==> src/rtl/adpll_ctrl_pkg.sv <==
// Shared constants for the NetworkADPLL array controllers.
package adpll_ctrl_pkg;

   typedef enum logic [1:0] {
      ST_IDLE    = 2'd0,
      ST_STAGGER = 2'd1,
      ST_ACQUIRE = 2'd2,
      ST_TRACK   = 2'd3
   } state_e;

   // Default loop gains, also used by the array top-level.
   localparam logic [5:0] DEF_KP_ACQ = 6'd8;
   localparam logic [8:0] DEF_KI_ACQ = 9'd8;
   localparam logic [5:0] DEF_KP_TRK = 6'd4;
   localparam logic [8:0] DEF_KI_TRK = 9'd1;

   // Bit positions of each node in the enable vector.
   localparam int unsigned NODE_11 = 0;
   localparam int unsigned NODE_12 = 1;
   localparam int unsigned NODE_21 = 2;
   localparam int unsigned NODE_22 = 3;

endpackage

==> src/rtl/adpll_err_window.sv <==
// Reference edge strobe plus lock/unlock window flags on |error|, one register stage.
module adpll_err_window #(
   parameter int unsigned PDET_WIDTH    = 8,
   parameter int unsigned LOCK_THRESH   = 4,
   parameter int unsigned UNLOCK_THRESH = 16
) (
   input  logic                  clk,
   input  logic                  rst,
   input  logic                  ref_i,
   input  logic [PDET_WIDTH-1:0] error_i,
   output logic                  ref_edge_o,
   output logic                  in_win_o,
   output logic                  out_win_o
);

   localparam logic [PDET_WIDTH-1:0] ERR_MIN = {1'b1, {(PDET_WIDTH-1){1'b0}}};
   localparam logic [PDET_WIDTH-1:0] ERR_MAX = {1'b0, {(PDET_WIDTH-1){1'b1}}};

   logic                  ref_q;
   logic [PDET_WIDTH-1:0] mag;

   // Saturating magnitude: the most negative code maps to the largest positive one.
   always_comb begin
      mag = error_i;
      if (error_i[PDET_WIDTH-1]) begin
         if (error_i == ERR_MIN) mag = ERR_MAX;
         else                    mag = PDET_WIDTH'(-error_i);
      end
   end

   // Register the reference history, the edge strobe and the window flags together.
   always_ff @(posedge clk or posedge rst) begin
      if (rst) begin
         ref_q      <= 1'b0;
         ref_edge_o <= 1'b0;
         in_win_o   <= 1'b0;
         out_win_o  <= 1'b0;
      end else begin
         ref_q      <= ref_i;
         ref_edge_o <= ref_i & ~ref_q;
         in_win_o   <= (mag <= PDET_WIDTH'(LOCK_THRESH));
         out_win_o  <= (mag >  PDET_WIDTH'(UNLOCK_THRESH));
      end
   end

endmodule

==> src/rtl/adpll_gear_ctrl.sv <==
// Staggered start-up and acquire/track gain scheduling for the 2x2 ADPLL array.
module adpll_gear_ctrl
   import adpll_ctrl_pkg::*;
#(
   parameter int unsigned         PDET_WIDTH    = 8,
   parameter int unsigned         KP_WIDTH      = 6,
   parameter int unsigned         KI_WIDTH      = 9,
   parameter logic [KP_WIDTH-1:0] KP_ACQ        = KP_WIDTH'(DEF_KP_ACQ),
   parameter logic [KI_WIDTH-1:0] KI_ACQ        = KI_WIDTH'(DEF_KI_ACQ),
   parameter logic [KP_WIDTH-1:0] KP_TRK        = KP_WIDTH'(DEF_KP_TRK),
   parameter logic [KI_WIDTH-1:0] KI_TRK        = KI_WIDTH'(DEF_KI_TRK),
   parameter int unsigned         STAGGER_EDGES = 8,
   parameter int unsigned         LOCK_THRESH   = 4,
   parameter int unsigned         LOCK_COUNT    = 16,
   parameter int unsigned         UNLOCK_THRESH = 16,
   parameter int unsigned         UNLOCK_COUNT  = 4,
   parameter int unsigned         CNT_WIDTH     = 8
) (
   input  logic                  fpga_clk_i,
   input  logic                  reset_i,
   input  logic                  enable_i,
   input  logic                  ref_i,
   input  logic [PDET_WIDTH-1:0] error_i,
   input  logic                  gain_override_i,
   input  logic [KP_WIDTH-1:0]   kp_man_i,
   input  logic [KI_WIDTH-1:0]   ki_man_i,
   output logic [3:0]            node_enable_o,
   output logic [KP_WIDTH-1:0]   kp_o,
   output logic [KI_WIDTH-1:0]   ki_o,
   output logic                  locked_o,
   output logic [1:0]            state_o
);

   localparam logic [CNT_WIDTH-1:0] CNT_ONE     = CNT_WIDTH'(1);
   localparam logic [CNT_WIDTH-1:0] STG_LAST    = CNT_WIDTH'(STAGGER_EDGES - 1);
   localparam logic [CNT_WIDTH-1:0] LOCK_LAST   = CNT_WIDTH'(LOCK_COUNT - 1);
   localparam logic [CNT_WIDTH-1:0] UNLOCK_LAST = CNT_WIDTH'(UNLOCK_COUNT - 1);

   state_e               state_q, state_d;
   logic [3:0]           node_en_d;
   logic [CNT_WIDTH-1:0] stg_cnt_q, stg_cnt_d;
   logic [CNT_WIDTH-1:0] lock_cnt_q, lock_cnt_d;
   logic [CNT_WIDTH-1:0] unlock_cnt_q, unlock_cnt_d;
   logic [KP_WIDTH-1:0]  kp_d;
   logic [KI_WIDTH-1:0]  ki_d;
   logic                 ref_edge, in_win, out_win;

   adpll_err_window #(
      .PDET_WIDTH    (PDET_WIDTH),
      .LOCK_THRESH   (LOCK_THRESH),
      .UNLOCK_THRESH (UNLOCK_THRESH)
   ) u_err_window (
      .clk        (fpga_clk_i),
      .rst        (reset_i),
      .ref_i      (ref_i),
      .error_i    (error_i),
      .ref_edge_o (ref_edge),
      .in_win_o   (in_win),
      .out_win_o  (out_win)
   );

   // State, counter and output registers.
   always_ff @(posedge fpga_clk_i or posedge reset_i) begin
      if (reset_i) begin
         state_q       <= ST_IDLE;
         stg_cnt_q     <= '0;
         lock_cnt_q    <= '0;
         unlock_cnt_q  <= '0;
         node_enable_o <= '0;
         kp_o          <= KP_ACQ;
         ki_o          <= KI_ACQ;
         locked_o      <= 1'b0;
      end else begin
         state_q       <= state_d;
         stg_cnt_q     <= stg_cnt_d;
         lock_cnt_q    <= lock_cnt_d;
         unlock_cnt_q  <= unlock_cnt_d;
         node_enable_o <= node_en_d;
         kp_o          <= kp_d;
         ki_o          <= ki_d;
         locked_o      <= (state_d == ST_TRACK);
      end
   end

   assign state_o = state_q;

   // Next-state, counter and gain selection; a dropped enable beats any edge.
   always_comb begin
      state_d      = state_q;
      node_en_d    = node_enable_o;
      stg_cnt_d    = stg_cnt_q;
      lock_cnt_d   = lock_cnt_q;
      unlock_cnt_d = unlock_cnt_q;

      if (!enable_i) begin
         state_d      = ST_IDLE;
         node_en_d    = '0;
         stg_cnt_d    = '0;
         lock_cnt_d   = '0;
         unlock_cnt_d = '0;
      end else begin
         case (state_q)
            ST_IDLE: begin
               state_d            = ST_STAGGER;
               node_en_d          = '0;
               node_en_d[NODE_11] = 1'b1;
               stg_cnt_d          = '0;
               lock_cnt_d         = '0;
               unlock_cnt_d       = '0;
            end
            ST_STAGGER: begin
               if (ref_edge) begin
                  if (stg_cnt_q == STG_LAST) begin
                     stg_cnt_d = '0;
                     if (node_enable_o[NODE_22]) state_d   = ST_ACQUIRE;
                     else                        node_en_d = {node_enable_o[2:0], 1'b1};
                  end else begin
                     stg_cnt_d = stg_cnt_q + CNT_ONE;
                  end
               end
            end
            ST_ACQUIRE: begin
               if (ref_edge) begin
                  if (!in_win) begin
                     lock_cnt_d = '0;
                  end else if (lock_cnt_q >= LOCK_LAST) begin
                     state_d    = ST_TRACK;
                     lock_cnt_d = '0;
                  end else begin
                     lock_cnt_d = lock_cnt_q + CNT_ONE;
                  end
               end
            end
            ST_TRACK: begin
               if (ref_edge) begin
                  if (!out_win) begin
                     unlock_cnt_d = '0;
                  end else if (unlock_cnt_q >= UNLOCK_LAST) begin
                     state_d      = ST_ACQUIRE;
                     lock_cnt_d   = '0;
                     unlock_cnt_d = '0;
                  end else begin
                     unlock_cnt_d = unlock_cnt_q + CNT_ONE;
                  end
               end
            end
            default: state_d = ST_IDLE;
         endcase
      end

      kp_d = (state_d == ST_TRACK) ? KP_TRK : KP_ACQ;
      ki_d = (state_d == ST_TRACK) ? KI_TRK : KI_ACQ;
      if (gain_override_i) begin
         kp_d = kp_man_i;
         ki_d = ki_man_i;
      end
   end

endmodule
==> config.mk <==
export PLATFORM = sky130hd
export DESIGN_NAME = adpll_gear_ctrl
export DESIGN_NICKNAME = d
export VERILOG_FILES = /design/src/rtl/adpll_ctrl_pkg.sv /design/src/rtl/adpll_err_window.sv /design/src/rtl/adpll_gear_ctrl.sv
export SDC_FILE = /design/constraint.sdc
export NUM_CORES = 1
export LEC_CHECK = 0
export CORE_AREA = 2 2 72 74
export DETAILED_ROUTE_END_ITERATION = 8
export DIE_AREA = 0 0 74 76
export PLACE_DENSITY = 0.84
export SYNTH_ARGS = -nofsm -noshare
export SYNTH_HDL_FRONTEND = slang
export SYNTH_HIERARCHICAL = 1
export SYNTH_SLANG_ARGS = --single-unit
==> constraint.sdc <==
create_clock -name fpga_clk_i -period 2.8 [get_ports fpga_clk_i]
set_clock_uncertainty 0.2 [all_clocks]
set_input_delay 0.28 -clock fpga_clk_i [delete_from_list [all_inputs] [get_ports fpga_clk_i]]
set_output_delay 0.28 -clock fpga_clk_i [all_outputs]
set_load 0.01 [all_outputs]
==> flow_summary.ini <==
[placement]
place_area_um2 = 2890
dp_hpwl_mm = 3.41
io_buffers = 49
gp_congestion = 0.829

[detailed_routing]
totalWireLength_mm = 4.60
drtIter0Drc = 143
ant_nets = 0
via_per_inst = 5.37
wl_per_cell_um = 13.3
drt-pass1-iter-count = 6
vias = 1858
drcViolationCount = 0

[finish]
multi_input_area_um2 = 1010
fill_cells = 387
area_delta_synth_final_pct = 29.1
register_area_um2 = 1250
final_common_cell = clkdlybuf4s50_1
fin_area_um2 = 3020
drive_gt1_frac = 0.0833
final_cell_mix = clkdlybuf4s50_1 (49), dfrtp_1 (48), nand2_1 (22), nor2_1 (18), and2_1 (15)
antenna_cells = 0
layout.nets = 307
post-route-util = 0.615

[floorplan]
die_x_um = 74
io_pins = 50
core_area_um2 = 4910
dieArea_um2 = 5620
initial_core_util = 0.477
die_h_um = 76
rows = 26

[outcome]
outcome = finished clean

[setup_path]
cp_num_buf_inv = 0
crit_slowest_cell = or4_4
cp.required_ns = 2.74
cpLargestDelayFamily = compound AO/OA/AOI/OAI gates
endpoint_kind = flop
critPathLaunchType = flop
arrival_ns = 2.32
max_stage_delay_ns = 0.43
critical_path_class = reg -> reg
path_cells = ha_1 > or4_4 > o211ai_1 > a31oi_1 > a41oi_1 > a21oi_1
cp_max_fo = 12

[clocking]
cts.sink_count = 50
clock_path_buffers = 2
cts_resized = 0
clk_latency_ns = 0.30
clock-root-buffer = clkbuf_8
htreeDepth = 2
holdBufCountCts = 1
cts_buffers = 5
clk_pin_slew_ns = 0.09
postCtsSetupBuffers = 0
cts_tree = built

[yosys]
yosys_warnings = 6
yosys_most_used_dff = dfrtp_1
postSynthAreaPerCell_um2 = 10.5
syn-cell-area_um2 = 2340
synth-edff-count = 0
synth_cell_types = 51
ys_seq_elements = 50
async_flop_share = 1.00
synth-seq-area-share = 0.536
synth_cells = 224
synth_nets = 256

[grt]
grt_max_degree = 34
antenna_found_initial = 0
first_global_vias = 1904
grt.total_usage = 0.179
overflow = 0
grt_pass1_wl_mm = 8.07

[pwr]
vdd_drop_max_uv = 366
power_density_nw_per_um2 = 475
power.leakage_uw = 0.00135

[worst_hold_path]
hp-class = reg -> reg

[timing]
timing.final.crit_share = 0.849
max_freq_ghz = 0.421
setup_viol_count_final = 0
fin_crit_ns = 2.38
final-hold-violation-count = 0
maxSlewHeadroom = 0.230
finalSetupTns_ns = 0
hold-worst-slack_ns = 0.195
drv_slew = 0
rsz0062_at_grt = no
tightestPinTransition_ns = 1.15

[flow_run]
cap_violations = 0
area by class of cell:
cell class / instances / share of cell area
Clock inverter: 2 / 0.0128
Timing Repair Buffer: 53 / 0.173
Sequential cell: 50 / 0.415
Tap cell: 70 / 0.0290
Inverter: 8 / 0.00993
Clock buffer: 6 / 0.0273
Multi-Input combinational cell: 157 / 0.333
power breakdown:
part           internal (µW)  switching [µW]  total, µW
registers                740            11.3        752
clock network            294             232        525
logic                   86.1            72.7        159
total                   1120             316       1440
routing by layer:
layer,up-vias,GRT usage,wire length (µm)
met5,-,0,0
met4,0,0.0709,48
met3,4,0.0503,258
met2,64,0.291,2350
met1,895,0.221,1940
li1,895,-,-
worst paths after layout:
check	start	to	slack, ns	cells after the start
max in group asynchronous	reset_i	stg_cnt_q[6]$_DFFE_PP0P_	0.93	4
min in group asynchronous	reset_i	u_err_window/ref_edge_o$_DFF_PP0_	0.56	3
min reg2reg	u_err_window/ref_q$_DFF_PP0_	u_err_window/ref_edge_o$_DFF_PP0_	0.20	1
min	u_err_window/ref_q$_DFF_PP0_	u_err_window/ref_edge_o$_DFF_PP0_	0.20	1
max	unlock_cnt_q[0]$_DFFE_PP0P_	lock_cnt_q[7]$_DFFE_PP0P_	0.42	6
max reg2reg	unlock_cnt_q[0]$_DFFE_PP0P_	lock_cnt_q[7]$_DFFE_PP0P_	0.42	6
flip-flops by register name (all words and copies together), names as in the netlist:
name and cells:
u_err_window/ref_edge_o 1, unlock_cnt_q 8, u_err_window/out_win_o 1, u_err_window/in_win_o 1, ki_o 9, stg_cnt_q 8, kp_o 6, node_enable_o 4
locked_o 1, state_o 2, lock_cnt_q 8, u_err_window/ref_q 1
metrics by stage:
step	total power, µW	instances	setup WS, ns
after floorplan	840	224	0.741
after global placement	920	337	0.430
after detailed placement	926	337	0.275
after CTS	1460	346	0.436
after global routing	1500	346	0.176
final	1440	346	0.424
kinds of logic after synthesis:
| kind of cell | synth area share |
|---|---|
| AOI/OAI and AO/OA | 0.139 |
| xor gates and xnor gates | 0.0224 |
| adders and majority gates | 0.0214 |
| buffers and inverters | 0.0342 |
| DFF | 0.536 |
| muxes | 0.00855 |
| and+or+nand+nor | 0.239 |
synthesized netlist by cell type (2+ instances only):
library cell / n / area share
a31oi_1: 4 / 0.011
dfrtp_1: 48 / 0.51
o21ai_0: 8 / 0.017
nand4_1: 4 / 0.011
nor3b_1: 2 / 0.0064
nor2b_1: 6 / 0.016
nor2_1: 18 / 0.029
mux2i_1: 2 / 0.0086
or4_1: 2 / 0.0064
a21oi_1: 8 / 0.017
clkbuf_1: 6 / 0.0096
xor2_1: 5 / 0.019
o31ai_1: 2 / 0.0064
nor3_1: 3 / 0.0064
o211ai_1: 3 / 0.0096
o2bb2ai_1: 2 / 0.0075
nand2b_1: 3 / 0.0080
inv_1: 8 / 0.013
and3_1: 5 / 0.013
nand3_1: 4 / 0.0086
nand3b_1: 5 / 0.016
or4_4: 2 / 0.0096
a22o_2: 2 / 0.0086
ha_1: 4 / 0.021
buf_6: 2 / 0.0096
and2_1: 15 / 0.040
o21a_1: 2 / 0.0064
nand2_1: 22 / 0.035
a41oi_1: 3 / 0.011
and3b_1: 2 / 0.0075
dfstp_2: 2 / 0.022
(Power assumes the default switching activity.)
